<file path="config.mk">
export PLATFORM = sky130hd
export DESIGN_NAME = pipe_ctrl
export DESIGN_NICKNAME = d
export VERILOG_FILES = /design/src/rtl/pipe_ctrl_pkg.sv /design/src/rtl/sat_counter.sv /design/src/rtl/pipe_ctrl.sv
export SDC_FILE = /design/constraint.sdc
export NUM_CORES = 1
export LEC_CHECK = 0
export CAP_MARGIN = 20
export CORE_UTILIZATION = 43
export CTS_CLUSTER_DIAMETER = 100
export DETAILED_ROUTE_END_ITERATION = 8
export PLACE_DENSITY = 0.76
export SETUP_SLACK_MARGIN = 0.3
export SLEW_MARGIN = 20
export SYNTH_ARGS = -nofsm -noshare
export SYNTH_HDL_FRONTEND = slang
export SYNTH_SLANG_ARGS = --single-unit
</file>
<file path="constraint.sdc">
create_clock -name clk -period 1.95 [get_ports clk]
set_input_delay 0.585 -clock clk [delete_from_list [all_inputs] [get_ports clk]]
set_output_delay 0.585 -clock clk [all_outputs]
set_load 0.005 [all_outputs]
</file>
<file path="src/rtl/pipe_ctrl_pkg.sv">
// Shared types and defaults for the pipeline hazard controller.
package pipe_ctrl_pkg;

  localparam int unsigned REG_W      = 4;
  localparam int unsigned MC_LAT_DEF = 4;
  localparam int unsigned CNT_W_DEF  = 16;

  typedef enum logic {
    RUN,
    MC_WAIT
  } state_e;

endpackage

</file>
<file path="src/rtl/sat_counter.sv">
// Saturating up-counter with synchronous clear; clear wins over increment.
module sat_counter #(
  parameter int unsigned Width = 16
) (
  input  logic             clk,
  input  logic             rst_n,
  input  logic             inc,
  input  logic             clr,
  output logic [Width-1:0] cnt
);

  logic [Width-1:0] cnt_q, cnt_d;

  always_comb begin
    cnt_d = cnt_q;
    if (clr) begin
      cnt_d = '0;
    end else if (inc && (cnt_q != {Width{1'b1}})) begin
      cnt_d = cnt_q + 1'b1;
    end
  end

  always_ff @(posedge clk or negedge rst_n) begin
    if (!rst_n) begin
      cnt_q <= '0;
    end else begin
      cnt_q <= cnt_d;
    end
  end

  assign cnt = cnt_q;

endmodule

</file>
<file path="src/rtl/pipe_ctrl.sv">
// Pipeline hazard controller: load-use stalls, branch flushes and multi-cycle
// execute holds, plus saturating stall/flush statistics.
module pipe_ctrl
  import pipe_ctrl_pkg::*;
#(
  parameter int unsigned MC_LAT = MC_LAT_DEF,
  parameter int unsigned CNT_W  = CNT_W_DEF
) (
  input  logic             clk,
  input  logic             rst_n,
  input  logic [REG_W-1:0] id_src1,
  input  logic [REG_W-1:0] id_src2,
  input  logic             id_use1,
  input  logic             id_use2,
  input  logic             ex_is_load,
  input  logic [REG_W-1:0] ex_dest,
  input  logic             ex_flush,
  input  logic             ex_multi,
  input  logic             stat_clr,
  output logic             pc_we,
  output logic             ifid_we,
  output logic             ifid_flush,
  output logic             idex_flush,
  output logic             ex_hold,
  output logic             busy,
  output logic [CNT_W-1:0] stall_cnt,
  output logic [CNT_W-1:0] flush_cnt
);

  // The first execute cycle is spent in RUN, so MC_WAIT covers MC_LAT-2 cycles.
  localparam logic [3:0] McLoad = 4'(MC_LAT - 2);

  state_e     state_q, state_d;
  logic [3:0] mc_cnt_q, mc_cnt_d;
  logic       lu;
  logic       flush_acc;

  assign lu = ex_is_load & ((id_use1 & (id_src1 == ex_dest)) |
                            (id_use2 & (id_src2 == ex_dest)));

  always_comb begin
    state_d    = state_q;
    mc_cnt_d   = mc_cnt_q;
    pc_we      = 1'b1;
    ifid_we    = 1'b1;
    ifid_flush = 1'b0;
    idex_flush = 1'b0;
    ex_hold    = 1'b0;
    busy       = 1'b0;
    flush_acc  = 1'b0;
    unique case (state_q)
      RUN: begin
        if (ex_flush) begin
          ifid_flush = 1'b1;
          idex_flush = 1'b1;
          flush_acc  = 1'b1;
        end else if (ex_multi) begin
          pc_we    = 1'b0;
          ifid_we  = 1'b0;
          ex_hold  = 1'b1;
          mc_cnt_d = McLoad;
          state_d  = MC_WAIT;
        end else if (lu) begin
          pc_we      = 1'b0;
          ifid_we    = 1'b0;
          idex_flush = 1'b1;
        end
      end
      MC_WAIT: begin
        pc_we   = 1'b0;
        ifid_we = 1'b0;
        ex_hold = 1'b1;
        busy    = 1'b1;
        if (mc_cnt_q == 4'd1) begin
          state_d = RUN;
        end else begin
          mc_cnt_d = mc_cnt_q - 4'd1;
        end
      end
      default: state_d = RUN;
    endcase
  end

  always_ff @(posedge clk or negedge rst_n) begin
    if (!rst_n) begin
      state_q  <= RUN;
      mc_cnt_q <= 4'd0;
    end else begin
      state_q  <= state_d;
      mc_cnt_q <= mc_cnt_d;
    end
  end

  sat_counter #(
    .Width(CNT_W)
  ) u_stall_cnt (
    .clk  (clk),
    .rst_n(rst_n),
    .inc  (~pc_we),
    .clr  (stat_clr),
    .cnt  (stall_cnt)
  );

  sat_counter #(
    .Width(CNT_W)
  ) u_flush_cnt (
    .clk  (clk),
    .rst_n(rst_n),
    .inc  (flush_acc),
    .clr  (stat_clr),
    .cnt  (flush_cnt)
  );

endmodule

</file>
==> results.toml, run 1 <==
[sta]
fin_crit_sh = 1.14
setup_ws_ps = -270
tns_ps = -2170
fmax_mhz = 451
setup_violations = 20
fin_crit_ps = 2220
worst_pin_slew_ps = 436
slew_violations = 0
hold_viol_final = 0
grt_setup_unrepaired = "yes"
relSlewSlack = 0.709
finClkSkew_ps = 8.33

[synthesis]
ys_seq_area_frac = 0.450
avgSynthCellArea_um2 = 9.27
synthTopCellsByArea = "dfrtp_1 45%, xnor2_1 5.1%, xor2_1 4.7%"
synthesis.nets = 246
synth_top_area_frac = 0.450
synth_ff_type = "dfrtp_1"
syn_area_um2 = 2060
synth_cells = 222
ys_seq_elements = 37
async_reset_ff_frac = 1.00
ys_top_cells_by_count = "37 x dfrtp_1, 22 x nor2_1, 18 x a21oi_1, 16 x nand2_1"
yosysMostFrequentCell = "dfrtp_1"
synth_cell_types = 38
yosysTopAreaCell = "dfrtp_1"
yosys_warnings = 0
synth_edf_count = 0

[final_layout]
layout-drive-gt1-share = 0.522
area_delta_synth_final_pct = 93.4
diodes = 0
instances_no_fill = 424
fin_nets = 395
final_area_um2 = 3980
utilization = 0.890

[place]
gp_congestion = 0.838
place_ws_ps = -917
port_buffers = 57
dpl-instance-area_um2 = 2960
dp_hpwl_um = 3770
placed_cells = 360

[hold_path]
min_path_type = "in2async"

[routing]
drtIter0Drc = 163
vias = 2441
wirelength_um = 8120
remaining_drc_errors = 7
viasPerCell = 5.76
wire_per_inst_um = 19.1
ant_nets = 0
dr.pass1.iters = 7

[run_status]
status = "finished with violations"
violations = "design-rule violations, negative setup slack"

[global_route]
grt_pass1_vias = 2427
overflow = 0
antenna_found_initial = 0
grt_use_total = 0.281
grt_first_pass_wirelength_um = 11100
grt_max_degree = 33

[clock_network]
cts_tree = "built"
clock_sinks = 37
clk_pin_slew_worst_paths_ps = 70
hold_buffers = 0
htreeDepth = 2
clockRootBuffer = "clkbuf_8"
cts_buffer_depth = 2
cts_made_buffers = 5
insertion_delay_ps = 300

[power_and_ir_drop]
p_sw_frac = 0.327
max-vdd-ir-drop_v = 0.000898
clkPwrFrac = 0.197
p_seq_frac = 0.337
p_leak_nw = 1.86
power_density_nw_per_um2 = 676
power.switching_mw = 0.882
power.internal_mw = 1.81
combPwrFrac = 0.465

[floorplanning]
rows = 24
fp.dieH_um = 71.2
die_width_um = 71.2
coreArea_um2 = 4470
ios = 58
start_util = 0.460
die-area_um2 = 5070

[critical_path]
rr_endpoint = "u_stall_cnt.cnt[1]"
path_class = "in2out"
crit_fanout = 2
cp_data_required_time_ps = 1360
start_kind = "input pin"
reg2reg_setup_slack_ps = -120
r2r_cells = 11
reg2reg_from = "state_q"
worstSetupEndpointType = "output port"
crit_arrival_ps = 1630

[flow_run]
cap_violations = 0
[how the worst max path moves through the flow]
stage | depth (start not counted) | startpoint | to | slack [ps]
4_1_cts | 8 | ex_dest[2] | pc_we | -310
6_report | 8 | id_src2[3] | idex_flush | -270
2_1_floorplan | 6 | ex_flush | u_stall_cnt.cnt[15] | -10
5_1_grt | 8 | ex_dest[0] | idex_flush | -310
3_3_place_gp | 7 | ex_dest[3] | idex_flush | -880
3_5_place_dp | 7 | ex_dest[2] | idex_flush | -920
[power by group through the flow]
stage	logic (mW)	clock network [mW]	registers (mW)
finish	1.25	0.531	0.908
detailed placement	0.767	0	0.923
CTS	1.02	0.534	0.902
global route	1.35	0.557	0.919
floorplan	0.359	0	0.930
global placement	0.744	0	0.918
[area by class of cell]
type                    instances  area, um2
multi-input cells             172       1490
repair buffers                147       1380
flip-flops and latches         37        933
fillers                       197        493
clock buffers                   8       80.1
well taps                      52       65.1
inverters                       8       32.5
[cells in the final DEF (no fill, tap or decap), drive strengths merged, types with 2 or more instances in the layout]
| master | count |
|---|---|
| xor2 | 11 |
| ha | 4 |
| and4 | 3 |
| nor2b | 2 |
| clkdlybuf4s15 | 4 |
| nand3 | 13 |
| dfrtp | 37 |
| o31ai | 5 |
| o21ai | 15 |
| nand2 | 17 |
| clkbuf | 9 |
| and3 | 4 |
| inv | 8 |
| nor3b | 2 |
| or4 | 3 |
| buf | 114 |
| nand4 | 10 |
| mux2i | 2 |
| a21oi | 18 |
| nor3 | 6 |
| nor2 | 22 |
| or3 | 12 |
| dlygate4sd2 | 27 |
| xnor2 | 12 |
[logic make-up after synthesis]
group / count (synthesis) / synth area share
adders and majority gates: 4 / 0.0243
buffers and inverters: 14 / 0.0328
DFF: 37 / 0.450
and+or+nand+nor: 99 / 0.259
xor gates and xnor gates: 23 / 0.0979
AOI/OAI and AO/OA: 43 / 0.126
muxes: 2 / 0.00973
[metrics by stage]
step                      power [mW]  hold WS, ps
after floorplan                 1.29          289
after global placement          1.66          497
after detailed placement        1.69          510
after CTS                       2.46          230
after global routing            2.82          260
final                           2.69          223
[critical path, cell delays in order]
cell      delay, ps
buf_6            90
xnor2_2         170
nand3_2         120
buf_6           130
o22ai_2         130
nand3b_1        110
a21oi_1         160
buf_2           140
[routing by layer]
metal | up-vias | wire length [um] | track usage | part of all wire
li1 | 1098 | - | - | -
met1 | 1201 | 3030 | 0.331 | 0.37
met2 | 112 | 4290 | 0.510 | 0.53
met3 | 30 | 486 | 0.0584 | 0.060
met4 | 0 | 308 | 0.0844 | 0.038
met5 | - | 0 | 0 | 0
[sequential cells by signal (all words and copies together) (netlist names)]
| register | cells |
|---|---|
| u_flush_cnt.cnt | 16 |
| u_stall_cnt.cnt | 16 |
| mc_cnt_q | 4 |
| state_q | 1 |
[repair_timing]
item,CTS,global route
pin swaps,60,31
setup endpoints to repair,70,44
hold endpoints to repair,0,0
setup buffers,48,7
gates resized for setup,193,79
cloned,1,0
Power figures use the tool's default switching activity.
==> run 2: changes to the inputs <==
--- a/config.mk
+++ b/config.mk
@@ -6,10 +6,10 @@
 export NUM_CORES = 1
 export LEC_CHECK = 0
 export CAP_MARGIN = 20
-export CORE_UTILIZATION = 43
+export CORE_UTILIZATION = 30
 export CTS_CLUSTER_DIAMETER = 100
+export CTS_CLUSTER_SIZE = 24
 export DETAILED_ROUTE_END_ITERATION = 8
-export PLACE_DENSITY = 0.76
 export SETUP_SLACK_MARGIN = 0.3
 export SLEW_MARGIN = 20
 export SYNTH_ARGS = -nofsm -noshare
==> run 2 against run 1 <==
Compared with the run above:
- the flow still finishes with violations (design-rule violations, negative setup slack)
- register-to-register slack hardly changed
- flip-flop and latch count unchanged
- clock-buffer cell count is 1 lower
- maximum frequency grew 2.0%
- clock power rose by 32%
- critical path depth unchanged
- largest cell class unchanged
- largest power group unchanged
- highest routed layer unchanged
==> results.toml, run 2 (synthesized netlist as in run 1, its figures left out) <==
[floorplanning]
start_util = 0.317
coreArea_um2 = 6490
fp.dieH_um = 84.8
die_width_um = 84.8
rows = 29
die-area_um2 = 7200
ios = 58

[critical_path]
worstSetupEndpointType = "output port"
reg2reg_setup_slack_ps = -120
cp_data_required_time_ps = 1360
crit_arrival_ps = 1590
reg2reg_from = "state_q"
crit_fanout = 3
rr_endpoint = "u_stall_cnt.cnt[1]"
path_class = "in2out"
start_kind = "input pin"
r2r_cells = 11

[sta]
fin_crit_ps = 2180
hold_viol_final = 0
tns_ps = -2290
fmax_mhz = 459
fin_crit_sh = 1.12
relSlewSlack = 0.670
worst_pin_slew_ps = 494
setup_ws_ps = -227
finClkSkew_ps = 4.58
setup_violations = 21
grt_setup_unrepaired = "yes"
slew_violations = 0

[routing]
ant_nets = 0
wirelength_um = 6790
wire_per_inst_um = 15.2
drtIter0Drc = 107
viasPerCell = 5.09
vias = 2277
dr.pass1.iters = 6
remaining_drc_errors = 3

[final_layout]
mostFrequentLayoutCells = "56 x buf_4, 40 x buf_6, 29 x dfrtp_1"
instances_no_fill = 447
fill_cells = 557
area_delta_synth_final_pct = 84.6
multi_input_area_um2 = 1360
regArea_um2 = 936
fin_nets = 393
layout-drive-gt1-share = 0.489
final_area_um2 = 3800
final_common_cell = "buf_4"
utilization = 0.585
diodes = 0

[clock_network]
hold_buffers = 0
clockRootBuffer = "clkbuf_8"
cts_tree = "built"
cts_made_buffers = 5
insertion_delay_ps = 290
htreeDepth = 2
clk_pin_slew_worst_paths_ps = 70
clock_sinks = 37
cts_buffer_depth = 2

[power_and_ir_drop]
p_leak_nw = 1.81
power.internal_mw = 1.85
p_seq_frac = 0.343
clkPwrFrac = 0.265
max-vdd-ir-drop_v = 0.000350
power_density_nw_per_um2 = 698
combPwrFrac = 0.392
p_sw_frac = 0.304
power.switching_mw = 0.805

[place]
place_ws_ps = -936
dpl-instance-area_um2 = 2980
gp_congestion = 0.772
placed_cells = 385
dp_hpwl_um = 3740
port_buffers = 57

[run_status]
status = "finished with violations"
violations = "design-rule violations, negative setup slack"

[flow_run]
cap_violations = 0

[hold_path]
min_path_type = "in2async"

[global_route]
antenna_found_initial = 0
grt_use_total = 0.189
grt_pass1_vias = 2363
grt_first_pass_wirelength_um = 10800
overflow = 0
grt_max_degree = 38
[run 2: per-layer routing]
| metal | GRT usage | vias up | share of wire |
|---|---|---|---|
| li1 | - | 1093 | - |
| met1 | 0.223 | 1127 | 0.41 |
| met2 | 0.360 | 51 | 0.55 |
| met3 | 0.0331 | 6 | 0.038 |
| met4 | 0.0339 | 0 | 0.0046 |
| met5 | 0 | - | 0 |
[run 2: worst max-delay path by stage]
stage | startpoint | to
2_1_floorplan | ex_flush | u_stall_cnt.cnt[15]
3_3_place_gp | ex_dest[0] | idex_flush
3_5_place_dp | ex_dest[2] | idex_flush
4_1_cts | ex_dest[0] | ifid_we
5_1_grt | ex_dest[3] | ifid_we
6_report | ex_dest[3] | ifid_we
[run 2: area by class of cell]
cell class / instances / share of cell area
repair buffers: 145 / 0.331
clock buffers: 7 / 0.0227
flip-flops and latches: 37 / 0.246
clock inverters: 1 / 0.00790
multi-input cells: 172 / 0.358
well taps: 77 / 0.0254
inverters: 8 / 0.00856
[run 2: timing repair]
action,CTS,global route
pin swaps,37,26
setup endpoints to repair,70,45
setup buffers,41,11
gates resized for setup,187,54
hold endpoints to repair,0,0
gates cloned,2,0
[run 2: power groups by stage]
stage          Combinational [mW]  Sequential [mW]  Clock (mW)
2_1_floorplan               0.359            0.930           0
3_3_place_gp                0.725            0.915           0
3_5_place_dp                0.738            0.916           0
4_1_cts                     0.919            0.901       0.714
5_1_grt                      1.15            0.922       0.741
6_report                     1.04            0.910       0.703
[run 2: worst max-delay path, cell delays in order]
cell and delay (ps):
buf_8 100, buf_6 120, xnor2_4 140, nand3_2 120, buf_6 140, nor3_4 180, nor2_2 70, buf_2 130
[run 2: through the flow]
stage	power [mW]	hold WS, ps
after floorplan	1.29	289
after global placement	1.64	514
after detailed placement	1.65	523
after CTS	2.53	354
after global routing	2.81	385
final	2.65	340
